`src/rtl/ps2_host_tx.sv`:
```
`timescale 1ns/1ps
// PS/2 host-to-device transmitter: requests the bus, shifts one command byte
// out with odd parity on device clock edges, and checks the device ACK.
module ps2_host_tx #(
  parameter int INHIBIT_CYCLES = 3000,
  parameter int TIMEOUT_CYCLES = 375000
) (
  input  logic       clk,
  input  logic       reset,
  input  logic       tx_start,
  input  logic [7:0] tx_data,
  input  logic       kb_clk,
  input  logic       kb_data,
  output logic       kb_clk_oe,
  output logic       kb_data_oe,
  output logic       tx_busy,
  output logic       tx_done,
  output logic       tx_error
);

  localparam int CNT_W = 19;
  localparam logic [CNT_W-1:0] INHIBIT_LAST = CNT_W'(INHIBIT_CYCLES - 1);
  localparam logic [CNT_W-1:0] TIMEOUT_LAST = CNT_W'(TIMEOUT_CYCLES - 1);

  typedef enum logic [2:0] {
    S_IDLE      = 3'd0,
    S_INHIBIT   = 3'd1,
    S_REQ       = 3'd2,
    S_SEND      = 3'd3,
    S_ACK       = 3'd4,
    S_WAIT_IDLE = 3'd5,
    S_DONE      = 3'd6,
    S_ERR       = 3'd7
  } state_t;

  function automatic logic odd_parity(input logic [7:0] d);
    return ~^d;
  endfunction

  logic             r_clk_meta;
  logic             r_clk_sync;
  logic             r_clk_prev;
  logic             r_dat_meta;
  logic             r_dat_sync;
  logic             w_fe;

  state_t           r_state;
  logic [CNT_W-1:0] r_cnt;
  logic [3:0]       r_bit_cnt;
  logic [9:0]       r_shift;
  logic             r_clk_oe;
  logic             r_data_oe;
  logic             r_busy;
  logic             r_done;
  logic             r_error;

  state_t           w_state_nx;
  logic [CNT_W-1:0] w_cnt_nx;
  logic [3:0]       w_bit_nx;
  logic [9:0]       w_shift_nx;
  logic             w_clk_oe_nx;
  logic             w_data_oe_nx;
  logic             w_busy_nx;
  logic             w_done_nx;
  logic             w_error_nx;
  logic             w_timeout;

  // Pin synchronizers; reset to the idle (high) bus level so no false edge appears.
  always_ff @(posedge clk) begin
    if (!reset) begin
      r_clk_meta <= 1'b1;
      r_clk_sync <= 1'b1;
      r_clk_prev <= 1'b1;
      r_dat_meta <= 1'b1;
      r_dat_sync <= 1'b1;
    end else begin
      r_clk_meta <= kb_clk;
      r_clk_sync <= r_clk_meta;
      r_clk_prev <= r_clk_sync;
      r_dat_meta <= kb_data;
      r_dat_sync <= r_dat_meta;
    end
  end

  assign w_fe      = r_clk_prev & ~r_clk_sync;
  assign w_timeout = (r_cnt == TIMEOUT_LAST);

  always_ff @(posedge clk) begin
    if (!reset) begin
      r_state   <= S_IDLE;
      r_cnt     <= 19'd0;
      r_bit_cnt <= 4'd0;
      r_shift   <= 10'd0;
      r_clk_oe  <= 1'b0;
      r_data_oe <= 1'b0;
      r_busy    <= 1'b0;
      r_done    <= 1'b0;
      r_error   <= 1'b0;
    end else begin
      r_state   <= w_state_nx;
      r_cnt     <= w_cnt_nx;
      r_bit_cnt <= w_bit_nx;
      r_shift   <= w_shift_nx;
      r_clk_oe  <= w_clk_oe_nx;
      r_data_oe <= w_data_oe_nx;
      r_busy    <= w_busy_nx;
      r_done    <= w_done_nx;
      r_error   <= w_error_nx;
    end
  end

  // Next-state and next-output logic; every abort path funnels into S_ERR.
  always_comb begin
    w_state_nx   = r_state;
    w_cnt_nx     = r_cnt;
    w_bit_nx     = r_bit_cnt;
    w_shift_nx   = r_shift;
    w_clk_oe_nx  = r_clk_oe;
    w_data_oe_nx = r_data_oe;
    w_busy_nx    = r_busy;
    w_done_nx    = 1'b0;
    w_error_nx   = 1'b0;

    case (r_state)
      S_IDLE: begin
        w_clk_oe_nx  = 1'b0;
        w_data_oe_nx = 1'b0;
        w_busy_nx    = 1'b0;
        if (tx_start) begin
          w_state_nx  = S_INHIBIT;
          w_cnt_nx    = 19'd0;
          w_bit_nx    = 4'd0;
          w_shift_nx  = {1'b1, odd_parity(tx_data), tx_data};
          w_clk_oe_nx = 1'b1;
          w_busy_nx   = 1'b1;
        end else begin
          w_cnt_nx = 19'd0;
        end
      end

      S_INHIBIT: begin
        if (r_cnt == INHIBIT_LAST) begin
          w_state_nx   = S_REQ;
          w_data_oe_nx = 1'b1;
          w_cnt_nx     = 19'd0;
        end else begin
          w_cnt_nx = r_cnt + 19'd1;
        end
      end

      S_REQ: begin
        w_state_nx  = S_SEND;
        w_clk_oe_nx = 1'b0;
        w_cnt_nx    = 19'd0;
      end

      // Each device falling edge presents the next bit: data, parity, then stop (released).
      S_SEND: begin
        if (w_fe) begin
          w_cnt_nx     = 19'd0;
          w_data_oe_nx = ~r_shift[0];
          w_shift_nx   = {1'b0, r_shift[9:1]};
          w_bit_nx     = r_bit_cnt + 4'd1;
          if (r_bit_cnt == 4'd9) begin
            w_state_nx = S_ACK;
          end else begin
            w_state_nx = S_SEND;
          end
        end else if (w_timeout) begin
          w_state_nx   = S_ERR;
          w_error_nx   = 1'b1;
          w_busy_nx    = 1'b0;
          w_clk_oe_nx  = 1'b0;
          w_data_oe_nx = 1'b0;
          w_cnt_nx     = 19'd0;
        end else begin
          w_cnt_nx = r_cnt + 19'd1;
        end
      end

      S_ACK: begin
        if (w_fe) begin
          w_cnt_nx = 19'd0;
          if (!r_dat_sync) begin
            w_state_nx = S_WAIT_IDLE;
          end else begin
            w_state_nx   = S_ERR;
            w_error_nx   = 1'b1;
            w_busy_nx    = 1'b0;
            w_clk_oe_nx  = 1'b0;
            w_data_oe_nx = 1'b0;
          end
        end else if (w_timeout) begin
          w_state_nx   = S_ERR;
          w_error_nx   = 1'b1;
          w_busy_nx    = 1'b0;
          w_clk_oe_nx  = 1'b0;
          w_data_oe_nx = 1'b0;
          w_cnt_nx     = 19'd0;
        end else begin
          w_cnt_nx = r_cnt + 19'd1;
        end
      end

      S_WAIT_IDLE: begin
        if (r_clk_sync && r_dat_sync) begin
          w_state_nx   = S_DONE;
          w_done_nx    = 1'b1;
          w_busy_nx    = 1'b0;
          w_clk_oe_nx  = 1'b0;
          w_data_oe_nx = 1'b0;
          w_cnt_nx     = 19'd0;
        end else if (w_fe) begin
          w_cnt_nx = 19'd0;
        end else if (w_timeout) begin
          w_state_nx   = S_ERR;
          w_error_nx   = 1'b1;
          w_busy_nx    = 1'b0;
          w_clk_oe_nx  = 1'b0;
          w_data_oe_nx = 1'b0;
          w_cnt_nx     = 19'd0;
        end else begin
          w_cnt_nx = r_cnt + 19'd1;
        end
      end

      S_DONE: begin
        w_state_nx = S_IDLE;
      end

      S_ERR: begin
        w_state_nx   = S_IDLE;
        w_clk_oe_nx  = 1'b0;
        w_data_oe_nx = 1'b0;
      end

      default: begin
        w_state_nx   = S_IDLE;
        w_clk_oe_nx  = 1'b0;
        w_data_oe_nx = 1'b0;
        w_busy_nx    = 1'b0;
        w_cnt_nx     = 19'd0;
      end
    endcase
  end

  assign kb_clk_oe  = r_clk_oe;
  assign kb_data_oe = r_data_oe;
  assign tx_busy    = r_busy;
  assign tx_done    = r_done;
  assign tx_error   = r_error;

endmodule

```
`config.mk`:
```
export PLATFORM = sky130hd
export DESIGN_NAME = ps2_host_tx
export DESIGN_NICKNAME = d
export VERILOG_FILES = /design/src/rtl/ps2_host_tx.sv
export SDC_FILE = /design/constraint.sdc
export NUM_CORES = 1
export LEC_CHECK = 0
export ABC_AREA = 1
export BUFFER_PORTS_ARGS = -buffer_cell sky130_fd_sc_hd__buf_2
export CAP_MARGIN = 20
export CORE_MARGIN = 2
export CORE_UTILIZATION = 50
export CTS_CLUSTER_SIZE = 16
export DETAILED_ROUTE_END_ITERATION = 10
export GPL_ROUTABILITY_DRIVEN = 0
export GPL_TIMING_DRIVEN = 0
export MAX_ROUTING_LAYER = met4
export PLACE_DENSITY = 0.69
export SYNTH_ARGS = -nofsm -noshare
export SYNTH_HDL_FRONTEND = slang
export SYNTH_SLANG_ARGS = --single-unit
```
`constraint.sdc`:
```
create_clock -name clk -period 4.95 [get_ports clk]
set_input_delay 0.99 -clock clk [delete_from_list [all_inputs] [get_ports clk]]
set_output_delay 0.99 -clock clk [all_outputs]
set_load 0.02 [all_outputs]
```
==> impl_metrics.tcl, run 1 <==
set metrics [dict create \
    tightestPinTransition_ns 0.519 \
    die_area_um2 5400 \
    start_util_pct 51.4 \
    crit_cells 11 \
    worst_setup_path_end_kind "flip-flop" \
    synth_warnings 0 \
    dp_hpwl_um 4100 \
    die_height_um 73.5 \
    setup-tns-final_ns 0 \
    htreeDepth 2 \
    post-route-drc-count 0 \
    finClkSkew_ns 0.0104 \
    drv_cap 0 \
    hold_path.class "reg -> reg" \
    seq_power_share_pct 51.3 \
    grt_antenna_before_repair 0 \
    die_w_um 73.5 \
    crit_buf_inv 1 \
    vias 2344 \
    drt-total-wl_um 5410 \
    internal-power_mw 0.556 \
    syn_area_um2 2410 \
    cp_max_fo 10 \
    firstDrtPassIters 5 \
    r2r_start "r_cnt[0]" \
    hold_buffers 0 \
    ir_worst_vdd_mv 0.195 \
    synth_cell_type_count 33 \
    ctsResizeCount 0 \
    syn_inst 358 \
    viasPerCell 5.36 \
    ant_nets 0 \
    period_minus_slack_ns 2.07 \
    rsz0062_at_grt "false" \
    fmax_mhz 484 \
    cp-endpoint "r_cnt[17]" \
    syn_nets 374 \
    cts_buffers 5 \
    root_buffer "clkbuf_8" \
    numPortBuffers 17 \
    clock-sinks 46 \
    core_um2 4690 \
    grt_pass1_vias 1996 \
    leakage_nw 1.11 \
    period_share_pct 41.7 \
    crit_arrival_ns 2.27 \
    final_cell_mix "nand2_1, nor2_1, dfxtp_1" \
    fin_area_um2 2660 \
    seq_area_frac_synth_pct 38.2 \
    power_frac_comb_pct 18.8 \
    layout-area-overhead-vs-synth_pct 10.2 \
    reg2reg_to "r_cnt[17]" \
    setup_viol 0 \
    p_clk_share_pct 29.9 \
    outcome "complete, no violations" \
    cts_tree "done" \
    crit_path_frequent_cell "nand2_2" \
    initialDrtViolationCount 279 \
    avgSynthCellArea_um2 6.74 \
    layout.nets 398 \
    swShare_pct 31.6 \
    overflow 0 \
    powerDensity_nw_per_um2 306 \
    std_cell_rows 25 \
    grt_pass1_wl_um 9150 \
    worstSetupStartpointType "flip-flop" \
    num_antenna_cells 0 \
    cts.path.max_buffers 2 \
    path_delay_family "simple AND/OR/NAND/NOR gates" \
    ios 18 \
    crit_start "r_cnt[0]" \
    path_class "reg -> reg" \
    final_common_cell "nand2_1" \
    cp_data_required_time_ns 5.15 \
    drv_slew 0 \
    grt_max_degree 17 \
    clk_latency_ns 0.31 \
    drive_above_1_share_pct 13.6 \
    min_path_cells 1 \
    cpPeakStageDelay_ns 0.44 \
    clkTransAtPathRegs_ns 0.10 \
    rrSetupSlack_ns 2.88 \
    cts_setup_buffers 0 \
    p_sw_mw 0.257 \
    finalHoldViolations 0 \
    slowest_stage "dfxtp_1" \
    dpl_cell_area_um2 2570 \
    crit_chain "ha_1 -> nand3_1 -> nor2_1 -> nand3_1 -> nand3_1 -> nand2_2 -> nand2_2 -> nand2_2 -> nand2_2 -> buf_6 -> nor2_1" \
    wl_per_cell_um 12.4 \
    grtUsageTotal_pct 22.4 \
    slew_headroom_pct 65.4 \
    ff2ff_path_depth 11 \
    yosys_register_bits 46 \
]
-- Yosys cell counts --
cell type	number	share of area, %
nor3_1	10	2.1
o211ai_1	1	0.31
xor2_1	5	1.8
buf_2	1	0.21
a21o_1	1	0.31
o22ai_1	1	0.26
nand2_1	81	13
nand3b_1	2	0.62
o21ai_0	23	4.8
inv_2	3	0.47
nand3_2	1	0.41
dfxtp_1	46	38
clkbuf_1	4	0.62
clkinv_1	1	0.16
a31oi_1	9	2.3
buf_6	1	0.47
nor2_2	4	1.0
nor4_1	1	0.26
nand3_1	18	3.7
buf_4	1	0.31
a211oi_1	3	0.93
nand2_2	10	2.6
nor2_1	53	8.2
o21ai_1	1	0.21
nand4_1	7	1.8
inv_1	38	5.9
ha_1	3	1.6
xnor2_1	6	2.2
a21oi_4	1	0.67
or2_0	1	0.26
or2_2	5	1.3
o21a_1	1	0.31
a21oi_1	15	3.1
-- state kept, by name, summed over array words and instances (netlist names), 3 cells and up --
name       flops
r_cnt         19
r_state        3
r_bit_cnt      4
r_shift       10
-- per-stage QoR --
| stage | std cells | hold WS, ns | setup WS (ns) | util, % | power (mW) |
|---|---|---|---|---|---|
| final | 437 | 0.428 | 2.88 | 56.7 | 0.813 |
| after global routing | 437 | 0.444 | 2.70 | 56.7 | 0.859 |
| after CTS | 437 | 0.429 | 2.89 | 56.7 | 0.819 |
| after global placement | 429 | 0.394 | 2.56 | 54.7 | 0.574 |
| after detailed placement | 429 | 0.405 | 2.58 | 54.7 | 0.578 |
| after floorplan | 358 | 0.393 | 3.17 | - | 0.535 |
-- layout make-up --
type,count,area [um2]
Fill cell,451,2030
Multi-Input combinational cell,263,1300
Sequential cell,46,921
Inverter,42,158
Timing Repair Buffer,17,85.1
Clock buffer,5,68.8
Tap cell,54,67.6
Buffer,7,38.8
Clock inverter,3,25.0
-- how the worst min path moves through the flow --
stage	to	slack, ns	from
floorplan	r_clk_sync	0.39	r_clk_meta
global placement	r_dat_sync	0.39	r_dat_meta
detailed placement	r_clk_sync	0.41	r_clk_meta
CTS	r_clk_sync	0.43	r_clk_meta
global route	r_clk_sync	0.44	r_clk_meta
finish	r_clk_sync	0.43	r_clk_meta
-- power by group through the flow --
stage / Sequential [mW] / Clock (mW) / Combinational, mW
finish: 0.417 / 0.243 / 0.153
detailed placement: 0.426 / 0 / 0.152
global route: 0.421 / 0.264 / 0.175
global placement: 0.425 / 0 / 0.149
floorplan: 0.426 / 0 / 0.109
CTS: 0.417 / 0.249 / 0.153
-- layer usage --
layer	up-vias	global-route usage, %	part of all wire, %	wire length (um)
met5	-	-	0	0
met4	0	7.27	1.1	60
met3	10	4.12	5.5	299
met2	77	33.4	45	2420
met1	1053	30.8	49	2630
li1	1204	-	-	-
-- logic make-up (layout without fill, tap and decap cells) --
group                      Yosys count  count (layout)  share of synthesized area [%]
and+or+nand+nor                    193             193                           34.9
DFF                                 46              46                           38.2
xor gates and xnor gates            11              11                           3.99
buffers and inverters               49              74                           8.14
AOI/OAI and AO/OA                   56              56                           13.2
adders and majority gates            3               3                           1.56
Power figures use the tool's default switching activity.
==> run 2: changes to the inputs <==
ABC_AREA = 0   (was 1)
clock period = 2.15 ns   (was 4.95 ns; I/O delays follow)
==> run 2 against run 1 <==
Against the previous run:
- register-to-register slack worse by 2.8 ns
- sequential share of layout area fell by 1.2 points
- fmax increased by 1.9%
- clock skew is 0.0042 ns higher
- critical endpoint is now r_shift[7]
==> impl_metrics.tcl, run 2 <==
set metrics [dict create \
    die_area_um2 5340 \
    min_to "r_dat_meta" \
    final_cells 374 \
    slowest_stage "or3b_2" \
    leakage_nw 0.971 \
    yosys_register_bits 46 \
    wl_per_cell_um 14.8 \
    min_path_cells 2 \
    netlist_top_cells_count "dfxtp_1, nor2_1, nand2_1, a21oi_1, xnor2_1" \
    crit_buf_inv 2 \
    setup_viol 0 \
    hold_buffers 0 \
    setup-tns-final_ns 0 \
    final_cell_mix "dfxtp_1, nor2_1, nand2_1" \
    layout.nets 335 \
    vias 2187 \
    tightestPinTransition_ns 0.651 \
    synth_ff_type "dfxtp_1" \
    root_buffer "clkbuf_8" \
    setup_ws_ns 0.124 \
    hold_path.class "in -> reg" \
    core_um2 4660 \
    largest_reg_flops 19 \
    reg2reg_to "r_shift[7]" \
    ios 18 \
    synth_cell_type_count 56 \
    synth_top_area_cell "dfxtp_1" \
    clock-sinks 46 \
    fin_area_um2 2760 \
    cpPeakStageDelay_ns 0.51 \
    finalHoldWorstSlack_ns 0.310 \
    drv_cap 0 \
    cts.path.max_buffers 2 \
    cts_tree "done" \
    grt_antenna_before_repair 0 \
    slew_headroom_pct 56.2 \
    drt-total-wl_um 5530 \
    powerDensity_nw_per_um2 634 \
    cp_max_fo 10 \
    post-route-drc-count 0 \
    preCtsSetupSlack_ns -0.265 \
    synth_most_common_cell "dfxtp_1" \
    syn_inst 287 \
    fmax_mhz 494 \
    rrSetupSlack_ns 0.12 \
    yosysTopAreaCellShare_pct 38.6 \
    synth_warnings 0 \
    start_util_pct 51.2 \
    path_class "reg -> reg" \
    drive_above_1_share_pct 17.5 \
    grt_pass1_wl_um 9040 \
    synth_edf_count 0 \
    outcome "complete, no violations" \
    initialDrtViolationCount 209 \
    worstSetupStartpointType "flip-flop" \
    viasPerCell 5.85 \
    dp_hpwl_um 3750 \
    overflow 0 \
    largest-register "r_cnt" \
    hp-start "kb_data" \
    period_minus_slack_ns 2.03 \
    finClkSkew_ns 0.0146 \
    avgSynthCellArea_um2 8.32 \
    dp_cells 358 \
    crit_arrival_ns 2.22 \
    grt_max_degree 14 \
    r2r_start "r_state[1]" \
    numPortBuffers 17 \
    drv_slew 0 \
    seq_area_frac_synth_pct 38.6 \
    clk_latency_ns 0.30 \
    ir_worst_vdd_mv 0.374 \
    rsz0062_at_grt "false" \
    dpl_cell_area_um2 2540 \
    num_antenna_cells 0 \
    crit_chain "clkbuf_1 -> or3b_2 -> a21oi_2 -> buf_2 -> nor2_1 -> a311oi_1" \
    synthTopCellsByArea "dfxtp_1, nor2_1, nand2_1" \
    layout-area-overhead-vs-synth_pct 15.7 \
    firstDrtPassIters 4 \
    die_height_um 73.1 \
    period_share_pct 94.2 \
    clkTransAtPathRegs_ns 0.09 \
    std_cell_rows 25 \
    ant_nets 0 \
    top_regs "r_cnt (19), r_shift (10), r_bit_cnt (4)" \
    path_delay_family "simple AND/OR/NAND/NOR gates" \
    htreeDepth 2 \
    ff2ff_path_depth 6 \
    cts_buffers 5 \
    grt_pass1_vias 1988 \
    fin_util_pct 59.2 \
    syn_nets 303 \
    cp_data_required_time_ns 2.35 \
    syn_area_um2 2390 \
    finalHoldViolations 0 \
    async_flop_share_pct 0 \
    die_w_um 73.1 \
    worst_setup_path_end_kind "flip-flop" \
    grtUsageTotal_pct 22.3 \
    final_common_cell "dfxtp_1" \
    total_power_mw 1.75 \
]
-- run 2: cell types whose count changed in the layout (fill, tap and decap cells not counted), sizes merged, moves of 6 or more --
cell | previous run | this run
nor2 | 57 | 40
a311oi | 0 | 8
inv | 42 | 6
o21ai | 24 | 5
nand2b | 0 | 8
nor4 | 1 | 7
nand3 | 19 | 9
buf | 20 | 28
nand2 | 91 | 37
xnor2 | 6 | 12
clkbuf | 9 | 16
nor3 | 10 | 3
a31oi | 9 | 3
-- run 2: final cells by class --
| type | instances | area [um2] |
|---|---|---|
| sequential | 46 | 923 |
| inverter | 7 | 26.3 |
| clock buffer | 7 | 76.3 |
| clock inverter | 1 | 30.0 |
| buffer | 11 | 52.6 |
| multi-input combinational | 222 | 1430 |
| tap | 54 | 67.6 |
| fill | 456 | 1900 |
| timing repair buffer | 26 | 153 |
-- run 2: cell families after synthesis --
kind of cell / count (synthesis) / share of synthesized area, %
AND/OR/NAND/NOR: 135 / 29.0
AO/OA/AOI/OAI: 59 / 18.1
flip-flops: 46 / 38.6
XOR/XNOR: 22 / 8.07
buffers and inverters: 19 / 3.35
multiplexers: 3 / 1.31
adder cells (fa/ha/maj): 3 / 1.57
-- run 2: metal layers --
metal  track usage, %  share of wire (%)  up-vias
li1                 -                  -     1088
met1             27.1                 45     1026
met2             35.0                 48       65
met3             5.80                5.2        8
met4             8.85                1.5        0
met5                -                  0        -
-- run 2: worst max-delay path by stage --
stage               start         end  slack [ns]  cells past startpoint
5_1_grt        r_state[1]  r_shift[0]       0.002                      6
3_3_place_gp    r_cnt[12]    r_cnt[9]       -0.23                      7
4_1_cts        r_state[1]  r_shift[7]       0.008                      6
6_report       r_state[1]  r_shift[7]        0.12                      6
2_1_floorplan   r_cnt[15]    r_cnt[8]        0.26                      6
3_5_place_dp    r_cnt[12]    r_cnt[7]       -0.26                      7
-- run 2: power by group --
group / switching, mW / total (mW) / internal, mW
logic: 0.117 / 0.207 / 0.0904
registers: 0.0220 / 0.906 / 0.884
clock network: 0.290 / 0.638 / 0.348
-- run 2: timing repair --
item,in CTS,in global routing
buffers inserted,4,5
endpoints found under the setup margin,17,28
pin swaps,2,4
resized for setup,3,11
==> run 3: changes to the inputs <==
CORE_UTILIZATION = 58   (was 50)
PLACE_DENSITY = 0.77   (was 0.69)
RECOVER_POWER = 50   (was default)
==> run 3 against run 2 <==
Against the previous run:
- worst hold slack lost 0.0028 ns
- non-clock buffer count grew 1
- core utilization grew 9.5 points
- critical path type unchanged
- largest power group unchanged
- highest routed layer unchanged
==> impl_metrics.tcl, run 3 (same netlist as run 2, synthesis figures left out) <==
set metrics [dict create \
    layout.nets 336 \
    leakage_nw 0.942 \
    hold_path.class "in -> reg" \
    reg2reg_to "r_cnt[5]" \
    path_class "reg -> reg" \
    cts_tree "done" \
    htreeDepth 2 \
    finClkSkew_ns 0.0103 \
    final_cell_mix "dfxtp_1, nor2_1, nand2_1" \
    slowest_stage "or4b_1" \
    ios 18 \
    grt_pass1_vias 1839 \
    clk_latency_ns 0.30 \
    dp_hpwl_um 3770 \
    largest_reg_flops 19 \
    std_cell_rows 23 \
    numPortBuffers 17 \
    tightestPinTransition_ns 0.697 \
    final_common_cell "dfxtp_1" \
    start_util_pct 60.1 \
    r2r_start "r_cnt[16]" \
    globalRouteMet3Util_pct 5.76 \
    grt_antenna_before_repair 0 \
    finalHoldViolations 0 \
    cp_data_required_time_ns 2.34 \
    grt_max_degree 14 \
    period_share_pct 97.1 \
    powerDensity_nw_per_um2 611 \
    clock-sinks 46 \
    cp_max_fo 5 \
    post-route-drc-count 0 \
    preCtsSetupSlack_ns -0.142 \
    grt_use_met1_pct 35.5 \
    setup_ws_ns 0.0614 \
    crit_start "r_cnt[16]" \
    top_regs "r_cnt (19), r_shift (10), r_bit_cnt (4)" \
    largest-register "r_cnt" \
    crit_cells 7 \
    num-fill-cells 333 \
    dp_cells 354 \
    drv_cap 0 \
    crit_buf_inv 2 \
    cts.path.max_buffers 2 \
    cp-endpoint "r_cnt[5]" \
    num_antenna_cells 0 \
    die_height_um 68.2 \
    initialDrtViolationCount 236 \
    period_minus_slack_ns 2.09 \
    slew_headroom_pct 53.1 \
    ir_worst_vdd_mv 0.558 \
    path_delay_family "simple AND/OR/NAND/NOR gates" \
    setup-tns-final_ns 0 \
    firstDrtPassIters 5 \
    overflow 0 \
    vias 2253 \
    ant_nets 0 \
    wl_per_cell_um 15.1 \
    cts_buffers 5 \
    die_w_um 68.2 \
    viasPerCell 6.07 \
    multiInputGateArea_um2 1420 \
    clkTransAtPathRegs_ns 0.09 \
    seqCellArea_um2 923 \
    die_area_um2 4650 \
    drt-total-wl_um 5590 \
    outcome "complete, no violations" \
    gr-usage-met2_pct 36.0 \
    drv_slew 0 \
    cpPeakStageDelay_ns 0.57 \
    final_cells 371 \
    root_buffer "clkbuf_8" \
    crit_arrival_ns 2.28 \
    ff2ff_path_depth 7 \
    crit_chain "or4b_1 -> nor4_4 -> a22oi_2 -> o31ai_4 -> buf_4 -> buf_6 -> nor2_1" \
    layout-area-overhead-vs-synth_pct 14.4 \
    worst_setup_path_end_kind "flip-flop" \
    drive_above_1_share_pct 15.3 \
    grtUsageTotal_pct 25.1 \
    setup_viol 0 \
    core_um2 3970 \
    fmax_mhz 479 \
    rrSetupSlack_ns 0.06 \
    worstSetupStartpointType "flip-flop" \
    grt_pass1_wl_um 8470 \
    busiest_layer "met2" \
]
## run 3: how the worst min path moves through the flow
stage / from / cells past startpoint / end
finish: kb_clk / 2 / r_clk_meta
global route: kb_clk / 2 / r_clk_meta
CTS: kb_clk / 2 / r_clk_meta
detailed placement: r_dat_meta / 1 / r_dat_sync
global placement: r_clk_meta / 1 / r_clk_sync
floorplan: r_clk_meta / 1 / r_clk_sync
## run 3: layout make-up
class / count / area share [%]
repair buffers: 27 / 5.73
clock buffers: 7 / 3.16
flip-flops and latches: 46 / 33.8
well taps: 50 / 2.29
clock inverters: 1 / 0.183
inverters: 7 / 0.962
plain buffers: 11 / 1.88
multi-input cells: 222 / 52.0
## run 3: power breakdown
part | total (mW) | leakage (nW) | internal [mW] | switching (mW)
registers | 0.905 | 0.376 | 0.884 | 0.0210
logic | 0.216 | 0.517 | 0.0954 | 0.121
clock network | 0.547 | 0.0482 | 0.260 | 0.287
total | 1.67 | 0.942 | 1.24 | 0.429
## run 3: timing repair
item / 4_1_cts / 5_1_grt
endpoints found under the setup margin: 16 / 27
resized for setup: 2 / 9
hold buffers: 0 / 0
pin swaps: 1 / 4
setup buffers: 3 / 6
gates cloned: 0 / 1
## run 3: stage by stage
stage,power [mW],cell area [um2],util (%),hold WS [ns]
3_5_place_dp,1.12,2530,63.8,0.411
2_1_floorplan,1.06,2390,-,0.386
6_report,1.67,2730,68.7,0.307
4_1_cts,1.66,2660,67.1,0.306
3_3_place_gp,1.11,2530,63.8,0.391
5_1_grt,1.74,2730,68.7,0.298
## run 3: routing by layer
layer  vias to the layer above  wire, um
li1                       1097         -
met1                      1055      2660
met2                        85      2490
met3                        16       313
met4                         0       124
met5                         -         0
